## src/rtl/mmu_bus_arbiter.sv

```systemverilog
// Serialises the MMU's instruction-read, data-read and data-write requests onto one memory bus.
// Optional per-transaction watchdog is enabled by defining ARB_TIMEOUT_EN.
module mmu_bus_arbiter #(
  parameter int unsigned ADDR_W         = 32,
  parameter int unsigned DATA_W         = 32,
  parameter int unsigned TIMEOUT_CYCLES = 255
) (
  input  logic              CLK,
  input  logic              RST,
  input  logic              INST_RDEN,
  input  logic [ADDR_W-1:0] INST_RIADDR,
  output logic [ADDR_W-1:0] INST_ROADDR,
  output logic              INST_RVALID,
  output logic [DATA_W-1:0] INST_RDATA,
  input  logic              DATA_RDEN,
  input  logic [ADDR_W-1:0] DATA_RIADDR,
  output logic [ADDR_W-1:0] DATA_ROADDR,
  output logic              DATA_RVALID,
  output logic [DATA_W-1:0] DATA_RDATA,
  input  logic              DATA_WREN,
  input  logic [ADDR_W-1:0] DATA_WADDR,
  input  logic [DATA_W-1:0] DATA_WDATA,
  output logic              MEM_WAIT,
  output logic              MEM_REQ,
  output logic              MEM_WE,
  output logic [ADDR_W-1:0] MEM_ADDR,
  output logic [DATA_W-1:0] MEM_WDATA,
  input  logic              MEM_ACK,
  input  logic [DATA_W-1:0] MEM_RDATA,
  output logic              MEM_ERR
);

  if (TIMEOUT_CYCLES < 1 || TIMEOUT_CYCLES > 65535) begin : g_bad_timeout
    $error("TIMEOUT_CYCLES must be in 1..65535");
  end

  typedef enum logic [1:0] {IDLE = 2'd0, BUSY = 2'd1, DONE = 2'd2} state_e;

  state_e            state_q;
  logic              wr_pend_q, dr_pend_q, ir_pend_q;
  logic              dr_batch_q, ir_batch_q;
  logic [ADDR_W-1:0] dr_addr_q, ir_addr_q;
  logic              mem_req_q, mem_we_q;
  logic [ADDR_W-1:0] mem_addr_q;
  logic [DATA_W-1:0] mem_wdata_q;
  logic              inst_rvalid_q, data_rvalid_q;
  logic [ADDR_W-1:0] inst_roaddr_q, data_roaddr_q;
  logic [DATA_W-1:0] inst_rdata_q, data_rdata_q;

  logic              any_req_c, ack_c, tmo_c, end_c;
  logic              serve_dr_c, dr_left_c, ir_left_c;
  logic [DATA_W-1:0] rdata_c;

  // Write is always served first, so only the read flags can survive an ACK.
  always_comb begin
    any_req_c  = DATA_WREN | DATA_RDEN | INST_RDEN;
    ack_c      = mem_req_q & MEM_ACK;
    end_c      = ack_c | tmo_c;
    serve_dr_c = ~wr_pend_q & dr_pend_q;
    dr_left_c  = dr_pend_q & wr_pend_q;
    ir_left_c  = ir_pend_q & (wr_pend_q | dr_pend_q);
    rdata_c    = tmo_c ? '0 : MEM_RDATA;
  end

  always_ff @(posedge CLK or posedge RST) begin
    if (RST) begin
      state_q       <= IDLE;
      wr_pend_q     <= 1'b0;
      dr_pend_q     <= 1'b0;
      ir_pend_q     <= 1'b0;
      dr_batch_q    <= 1'b0;
      ir_batch_q    <= 1'b0;
      dr_addr_q     <= '0;
      ir_addr_q     <= '0;
      mem_req_q     <= 1'b0;
      mem_we_q      <= 1'b0;
      mem_addr_q    <= '0;
      mem_wdata_q   <= '0;
      inst_rvalid_q <= 1'b0;
      data_rvalid_q <= 1'b0;
      inst_roaddr_q <= '0;
      data_roaddr_q <= '0;
      inst_rdata_q  <= '0;
      data_rdata_q  <= '0;
    end else begin
      inst_rvalid_q <= 1'b0;
      data_rvalid_q <= 1'b0;
      case (state_q)
        IDLE: begin
          if (any_req_c) begin
            state_q    <= BUSY;
            wr_pend_q  <= DATA_WREN;
            dr_pend_q  <= DATA_RDEN;
            ir_pend_q  <= INST_RDEN;
            dr_batch_q <= DATA_RDEN;
            ir_batch_q <= INST_RDEN;
            dr_addr_q  <= DATA_RIADDR;
            ir_addr_q  <= INST_RIADDR;
            mem_req_q  <= 1'b1;
            if (DATA_WREN) begin
              mem_we_q    <= 1'b1;
              mem_addr_q  <= DATA_WADDR;
              mem_wdata_q <= DATA_WDATA;
            end else begin
              mem_we_q    <= 1'b0;
              mem_addr_q  <= DATA_RDEN ? DATA_RIADDR : INST_RIADDR;
              mem_wdata_q <= '0;
            end
          end
        end
        BUSY: begin
          if (end_c) begin
            if (!mem_we_q) begin
              if (serve_dr_c) begin
                data_rdata_q  <= rdata_c;
                data_roaddr_q <= mem_addr_q;
              end else begin
                inst_rdata_q  <= rdata_c;
                inst_roaddr_q <= mem_addr_q;
              end
            end
            wr_pend_q   <= 1'b0;
            dr_pend_q   <= dr_left_c;
            ir_pend_q   <= ir_left_c;
            mem_we_q    <= 1'b0;
            mem_wdata_q <= '0;
            if (dr_left_c) begin
              mem_addr_q <= dr_addr_q;
            end else if (ir_left_c) begin
              mem_addr_q <= ir_addr_q;
            end else begin
              mem_req_q     <= 1'b0;
              state_q       <= DONE;
              inst_rvalid_q <= ir_batch_q;
              data_rvalid_q <= dr_batch_q;
            end
          end
        end
        DONE:    state_q <= IDLE;
        default: state_q <= IDLE;
      endcase
    end
  end

`ifdef ARB_TIMEOUT_EN
  logic [15:0] cnt_q;
  logic        mem_err_q;

  assign tmo_c = mem_req_q & ~MEM_ACK & (cnt_q == 16'(TIMEOUT_CYCLES - 1));

  // Cycles spent waiting on the current backend transaction.
  always_ff @(posedge CLK or posedge RST) begin
    if (RST) begin
      cnt_q     <= '0;
      mem_err_q <= 1'b0;
    end else begin
      mem_err_q <= tmo_c;
      if (state_q != BUSY || end_c) cnt_q <= '0;
      else                          cnt_q <= cnt_q + 16'd1;
    end
  end

  assign MEM_ERR = mem_err_q;
`else
  assign tmo_c   = 1'b0;
  assign MEM_ERR = 1'b0;
`endif

  // Hold is combinational in IDLE so the core stalls in the same cycle it requests.
  assign MEM_WAIT    = ~RST & ((state_q == IDLE && any_req_c) || state_q == BUSY);
  assign MEM_REQ     = mem_req_q;
  assign MEM_WE      = mem_we_q;
  assign MEM_ADDR    = mem_addr_q;
  assign MEM_WDATA   = mem_wdata_q;
  assign INST_RVALID = inst_rvalid_q;
  assign INST_RDATA  = inst_rdata_q;
  assign INST_ROADDR = inst_roaddr_q;
  assign DATA_RVALID = data_rvalid_q;
  assign DATA_RDATA  = data_rdata_q;
  assign DATA_ROADDR = data_roaddr_q;

endmodule
```

## config.mk

```make
export PLATFORM = sky130hd
export DESIGN_NAME = mmu_bus_arbiter
export DESIGN_NICKNAME = d
export VERILOG_FILES = /design/src/rtl/mmu_bus_arbiter.sv
export SDC_FILE = /design/constraint.sdc
export NUM_CORES = 1
export LEC_CHECK = 0
export BUFFER_PORTS_ARGS = -buffer_cell sky130_fd_sc_hd__buf_2
export CAP_MARGIN = 20
export CELL_PAD_IN_SITES_DETAIL_PLACEMENT = 0
export CELL_PAD_IN_SITES_GLOBAL_PLACEMENT = 1
export CORE_UTILIZATION = 30
export CTS_BUF_LIST = sky130_fd_sc_hd__clkbuf_2 sky130_fd_sc_hd__clkbuf_4 sky130_fd_sc_hd__clkbuf_8
export DETAILED_ROUTE_END_ITERATION = 10
export MAX_ROUTING_LAYER = met4
export PLACE_DENSITY_LB_ADDON = 0.15
export SYNTH_ARGS = -nofsm -noshare
export SYNTH_HDL_FRONTEND = slang
export SYNTH_SLANG_ARGS = --single-unit
```

## constraint.sdc

```tcl
create_clock -name CLK -period 19.75 [get_ports CLK]
set_input_delay 0.9875 -clock CLK [delete_from_list [all_inputs] [get_ports CLK]]
set_output_delay 0.9875 -clock CLK [all_outputs]
set_load 0.05 [all_outputs]
```

Word-level counts from Yosys, hierarchy flattened
Cells that the tools add are included.
W data, S select, Z words.
- bits in registers: 267
- bits of input ports: 166
- output and inout port bits: 198
- word-level logic and storage cells: 88
- equal/unequal tests: 6
- mux-type cells: 41
- bitwise gates (word level): 12
- reduce and logical (&&, ||, !) cells: 11
- operator list (operator ; count):
    $mux W32 ; 9
    $pmux W32 S2 ; 2
    $mux W1 ; 20
    $reduce_and A4 Y1 ; 4
    $pmux W1 S2 ; 5
    $mux W2 ; 4
    $ne A2 B2 Y1 const B ; 4
    $and A1 B1 Y1 ; 5
    $reduce_and A5 Y1 ; 1
    $not A1 Y1 ; 4
    $pmux W2 S2 ; 1
    $ne A3 B3 Y1 const B ; 1
    $or A1 B1 Y1 ; 3
    $reduce_and A3 Y1 ; 1
    $eq A2 B1 Y1 const B ; 1
    $logic_not A2 Y1 ; 1
    $reduce_and A2 Y1 ; 1
    $reduce_bool A2 Y1 ; 1
    $logic_and A1 B1 Y1 ; 1
    $logic_or A1 B1 Y1 ; 1

Longest topological paths before layout
Gate-level depths: netlist (run 1).
- depth in word-level cells: 6
- mapped depth: 8

Least setup slack after synthesis (run 1)
No wires, ideal clock.
- kind: input-to-output
- start point: input DATA_WREN
- end point: output MEM_WAIT
- arrival time: 2.447 ns
- slack: 16.316 ns
- stages: 5
- path buffers: 2
- cell sequence: buf_2 -> or3_4 -> nand2_1 -> clkbuf_1 -> a21oi_1
- cells in the longest elaborated chain, start to end: 5
- RTL lines (element ; RTL line ; RTL):
    from (decl) ; 20 ; input logic DATA_WREN,
    $or A1 B1 Y1 (2 in series) ; 56 ; any_req_c = DATA_WREN | DATA_RDEN | INST_RDEN;
    $logic_and A1 B1 Y1 ; 170 ; assign MEM_WAIT = ~RST & ((state_q == IDLE && any_req_c) || state_q == BUSY);
    $logic_or A1 B1 Y1 ; 170 ;
    $and A1 B1 Y1 ; 170 ;
    to (decl) ; 23 ; output logic MEM_WAIT,
No other way between the ends.

Worst setup path in the final report (run 1)
Ends and elaborated chain as after synthesis.

==> impl_metrics.csv, run 1 <==
group,metric,value,unit
floorplan,coreArea,0.03661,mm^2
yosys,synth-async-reset-ratio,100.0,%
hold_path,hp-class,"reg2reg",
global_routing,grtUsageTotal,18.28,%
global_routing,overflow,0,
power_and_ir_drop,p_leak,7.786,nW
yosys,yosys-top-cells-count,"dfrtp_1, nand2_1, mux2_2",
setup_path,crit_chain,"buf_2 -> or3_4 -> nand2_2 -> a21oi_1 -> buf_2",
global_routing,grt_first_pass_wirelength,51740,um
timing,finalCritPeriodShare,20.45,%
setup_path,crit_family,"buffers and inverters",
power_and_ir_drop,vdd_drop_max,48.33,uV
cells_and_area,nets,1437,
cts,cts-buffers-inserted,49,
place,place_hpwl,21800,um
timing,fin_tns_setup,0,ns
global_routing,antenna_found_initial,7,
yosys,synth.most_common_cell,"dfrtp_1",
setup_path,arrival,3.05,ns
power_and_ir_drop,power.density,82.17,mW/mm^2
yosys,synth_ff_type,"dfrtp_1",
cells_and_area,final_cell_area,0.01451,mm^2
cts,worstSkewPairLatency,0.61,ns
route,routedWlPerCell,18.73,um
timing,fin_worst_skew,0.01820,ns
timing,slew_headroom,23.00,%
yosys,synthCells,910,
place,dp.cells,1686,
setup_path,worstSetupEndpointType,"output pin",
floorplan,die-area,0.03804,mm^2
cells_and_area,area_delta_synth_final,29.81,%
cts,path_clk_slew,0.05,ns
cts,cts_sinks,266,
timing,rsz0062_at_grt,"false",
route,first_iter_violations,225,
cts,post_cts_buffers,0,
cts,cts_hold_buf,0,
timing,setup_viol,0,
route,antenna_left,0,
place,dpl-instance-area,0.01335,mm^2
place,port_buffers,362,
yosys,syn_area_per_cell,12.29,um^2
global_routing,grt_pass1_vias,8708,
yosys,synth_area_leader_cell,"dfrtp_1",
timing,hold_viol,0,
place,dpl_worst_slack,15.62,ns
run,cap_violations,0,
yosys,synth.top_cell.area_share,59.53,%
route,wl,33410,um
yosys,yosys_warnings,0,
timing,max_freq,247.6,MHz
timing,min_period,4.038,ns
cells_and_area,drive_above_1_share,48.43,%
global_routing,grt_max_degree,113,
cells_and_area,fin_cells,1784,
route,via_count,8286,
run_status,status,"finished clean",
yosys,seq_area_frac_synth,59.53,%
setup_path,cpPeakStageDelay,0.67,ns
timing,holdWs,0.4718,ns
yosys,ys_seq_elements,266,
timing,slew_violations,0,
setup_path,path_common_cell,"buf_2",
timing,layout_setup_ws,15.71,ns
yosys,synth_area,0.01118,mm^2
route,viasPerCell,4.645,
cts,cts_buffer_depth,3,
setup_path,crit_fanout,36,
setup_path,required,18.76,ns
setup_path,critical_path_class,"in2out",
cts,cts_max_level,2,
floorplan,dieWidth,195.1,um
route,dr.pass1.iters,4,
timing,worstMarginPinSlew,1.155,ns
setup_path,cp-start-kind,"input pin",
yosys,synthDistinctLibCells,33,
yosys,synthTopCellsByArea,"dfrtp_1, mux2_2, nand2_1, mux2_4, o21ai_0",
cts,cts_tree,"yes",
floorplan,die_y,195.1,um
floorplan,ios,364,
yosys,syn-num-nets,1076,
floorplan,initial_core_util,30.54,%
cts,cts-resized-gates,0,
yosys,synth_edf_count,0,
floorplan,floorplan.rows,70,
setup_path,crit_path_top_delay_cell,"buf_2",
cts,cts-root-buf,"clkbuf_8",
route,drcViolationCount,0,
setup_path,timing.critical_path.buf_inv,2,
place,gp_congestion,0.7584,
[stage by stage]
step	total power, mW	util (%)
finish	1.193	39.64
global route	1.245	39.64
CTS	1.215	39.45
detailed placement	0.6256	36.48
global placement	0.6257	36.48
floorplan	0.5938	-
[cells by family after synthesis]
family / Yosys count / synth area share (%)
compound gates: 170 / 10.79
fa+ha+maj: 1 / 0.08953
buf+inv: 97 / 4.096
flops: 266 / 59.53
mux: 161 / 17.21
other cells: 1 / 0.03354
simple gates: 214 / 8.248
[tightest hold or removal path, stage by stage, from the launching register on]
cell and delay [ns]:
dfrtp_1 0.34, nand2_1 0.05, nand2_1 0.05
[layout make-up]
type	count	area, um^2
well taps	468	585.6
clock inverters	9	80.08
fillers	3729	22100
inverters	34	135.1
diodes	7	17.52
repair buffers	373	1934
multi-input cells	547	4098
flip-flops and latches	266	6656
clock buffers	80	1007
[power by group]
part	total, mW	switching [mW]	internal, mW
combinational	0.0650	0.0428	0.0222
sequential	0.551	0.00218	0.549
clock	0.577	0.241	0.336
total	1.19	0.286	0.907
[final timing paths]
kind	from	end	slack [ns]	cells past startpoint
hold reg to reg	dr_addr_q[3]$_DFFE_PP0P_	dr_addr_q[3]$_DFFE_PP0P_	0.47	2
hold / removal	dr_addr_q[3]$_DFFE_PP0P_	dr_addr_q[3]$_DFFE_PP0P_	0.47	2
min in group asynchronous	RST	MEM_WDATA[24]$_DFFE_PP0P_	0.56	2
setup / recovery	DATA_WREN	MEM_WAIT	15.71	5
setup reg to reg	state_q[0]$_DFFE_PP0P_	MEM_ADDR[22]$_DFFE_PP0P_	17.17	5
max in group asynchronous	RST	MEM_ADDR[30]$_DFFE_PP0P_	18.04	4
[state kept, by name, indices dropped and copies added, names as in the netlist, 2 cells and up]
| register | count |
|---|---|
| ir_addr_q | 32 |
| DATA_RDATA | 32 |
| DATA_ROADDR | 32 |
| INST_RDATA | 32 |
| MEM_ADDR | 32 |
| MEM_WDATA | 32 |
| state_q | 2 |
| dr_addr_q | 32 |
| INST_ROADDR | 32 |
[layout by cell type, fill, tap and decap left out, types with 33 or more instances in the layout]
cell,instances
buf_2,362
dfrtp_1,266
nand2_1,163
mux2_2,130
o21ai_0,67
clkbuf_8,65
a22o_1,34
inv_1,33
[metal layers]
layer | vias to the layer above | GRT usage, % | routed length [um]
met2 | 291 | 27.41 | 14990
li1 | 3927 | - | -
met1 | 4021 | 23.72 | 15510
met4 | 0 | 5.774 | 635
met5 | - | - | 0
met3 | 47 | 5.354 | 2272
(Power assumes the default switching activity.)
==> run 2: changes to the inputs <==
clock period = 3.8 ns   (was 19.75 ns; I/O delays follow)
==> run 2 against run 1 <==
Against the previous run:
- non-clock buffer count up 132
- register-to-register slack worse by 16 ns
- cell count up 7.3%
- sequential power grew to 5.2 times the previous value
- sequential share of layout area down 3.8 points
- clock-buffer cell count decreased by 2
- flip-flop and latch count did not move
- via count up 6.8%
==> impl_metrics.csv, run 2 (synthesis gave the netlist of run 1 again) <==
group,metric,value,unit
cts,path_clk_slew,0.06,ns
global_routing,antenna_found_initial,4,
timing,hold_viol,0,
place,dp.cells,1689,
timing,worstMarginPinSlew,1.094,ns
setup_path,cp-start-kind,"flop",
cts,cts_max_level,2,
cts,post_cts_buffers,0,
place,port_buffers,362,
run_status,status,"finished clean",
cells_and_area,nets,1570,
floorplan,ios,364,
floorplan,coreArea,0.03661,mm^2
power_and_ir_drop,power,6.226,mW
cells_and_area,drive_above_1_share,44.14,%
setup_path,reg2reg_depth,5,
setup_path,arrival,2.78,ns
hold_path,hp-class,"in2reg",
timing,min_period,2.340,ns
route,viasPerCell,4.621,
setup_path,cpPeakStageDelay,0.59,ns
power_and_ir_drop,vdd_drop_max,228.7,uV
timing,slew_headroom,27.05,%
setup_path,crit_path_start,"state_q[1]$_DFFE_PP0P_",
route,antenna_left,0,
route,wl,34950,um
setup_path,crit_fanout,47,
route,dr.pass1.iters,4,
timing,max_freq,427.3,MHz
global_routing,grt_first_pass_wirelength,54900,um
cts,cts_hold_buf,131,
route,drcViolationCount,0,
hold_path,hold_end,"MEM_ADDR[5]$_DFFE_PP0P_",
setup_path,crit_path_top_delay_cell,"buf_4",
cells_and_area,layout_commonest_cell,"buf_2",
floorplan,die-area,0.03804,mm^2
run,cap_violations,0,
setup_path,crit_family,"simple AND/OR/NAND/NOR gates",
setup_path,worstSetupEndpointType,"flop",
cts,cts_buffer_depth,3,
hold_path,hold_start,"DATA_WADDR[5]",
setup_path,rr_startpoint,"state_q[1]$_DFFE_PP0P_",
setup_path,timing.critical_path.buf_inv,1,
cells_and_area,layout_common_cells,"buf_2, dfrtp_1, nand2_1, dlygate4sd3_1, mux2_2",
cts,cts-buffers-inserted,50,
timing,finalCritPeriodShare,61.59,%
global_routing,grt_max_degree,160,
timing,holdWs,0.08155,ns
timing,setup_viol,0,
route,routedWlPerCell,18.25,um
global_routing,overflow,0,
setup_path,crit_chain,"and2b_1 -> nand3_1 -> nor3b_2 -> buf_4 -> mux2_2",
route,via_count,8850,
timing,fin_tns_setup,0,ns
cts,cts_tree,"yes",
timing,slew_violations,0,
place,gp_congestion,0.7723,
cts,worstSkewPairLatency,0.58,ns
floorplan,dieWidth,195.1,um
cells_and_area,fin_cells,1915,
timing,rsz0062_at_grt,"false",
timing,fin_worst_skew,0.02714,ns
setup_path,critical_path_class,"reg2reg",
floorplan,floorplan.rows,70,
floorplan,initial_core_util,30.54,%
setup_path,timing.rr.end,"DATA_RDATA[13]$_DFFE_PP0P_",
setup_path,rrSetupSlack,1.46,ns
setup_path,cp.depth,5,
cts,cts-root-buf,"clkbuf_8",
setup_path,required,4.24,ns
route,first_iter_violations,313,
hold_path,whs_path_depth,4,
cts,cts_sinks,266,
global_routing,grt_pass1_vias,9560,
power_and_ir_drop,p_leak,8.324,nW
cells_and_area,area_delta_synth_final,41.45,%
floorplan,die_y,195.1,um
cells_and_area,post-route-util,43.20,%
global_routing,grtUsageTotal,19.12,%
cts,cts-resized-gates,0,
place,place_hpwl,22310,um
power_and_ir_drop,power.density,393.6,mW/mm^2
[run 2: cell types whose count changed in the layout (fill, tap and decap cells not counted), sizes merged]
cell	change
bufinv	-1
dlygate4sd3	+131
diode	-3
buf	+1
clkinv	+5
inv	-3
clkbuf	-2
clkinvlp	+3
[run 2: how the worst max path moves through the flow]
stage	endpoint	slack [ns]
after floorplan	DATA_RDATA[0]$_DFFE_PP0P_	0.1
after global placement	MEM_ADDR[30]$_DFFE_PP0P_	1.30
after detailed placement	MEM_ADDR[31]$_DFFE_PP0P_	1.29
after CTS	DATA_RDATA[0]$_DFFE_PP0P_	1.41
after global routing	DATA_RDATA[3]$_DFFE_PP0P_	1.28
final	DATA_RDATA[13]$_DFFE_PP0P_	1.46
[run 2: tightest hold or removal path: stages]
cell and delay, ns:
buf_2 0.08, o21ai_0 0.06, o221ai_1 0.15, mux2_4 0.14
[run 2: per-stage QoR]
stage	worst slack [ns]	instance area [um^2]
after CTS	1.410	15810
after floorplan	0.09851	11180
after global placement	1.297	13420
after detailed placement	1.287	13420
final	1.460	15820
after global routing	1.284	15820
[run 2: layer usage]
layer	global-route usage, %	wire [um]	up-vias
li1	-	-	4193
met1	24.24	15930	4295
met2	30.46	16230	297
met3	4.197	1909	65
met4	5.891	884	0
met5	-	0	-
[run 2: where the power goes]
| group | switching (mW) | total (mW) | internal (mW) | leakage, nW |
|---|---|---|---|---|
| clock network | 1.24 | 2.92 | 1.67 | 0.569 |
| registers | 0.0120 | 2.86 | 2.85 | 3.50 |
| logic | 0.246 | 0.446 | 0.200 | 4.25 |
| total | 1.50 | 6.23 | 4.72 | 8.32 |
[run 2: layout make-up]
| class | count | area, um^2 |
|---|---|---|
| repair buffers | 505 | 3263 |
| flip-flops and latches | 266 | 6656 |
| fillers | 3591 | 20790 |
| diodes | 4 | 10.01 |
| well taps | 468 | 585.6 |
| clock buffers | 78 | 998.5 |
| inverters | 34 | 131.4 |
| clock inverters | 13 | 72.57 |
| multi-input cells | 547 | 4098 |
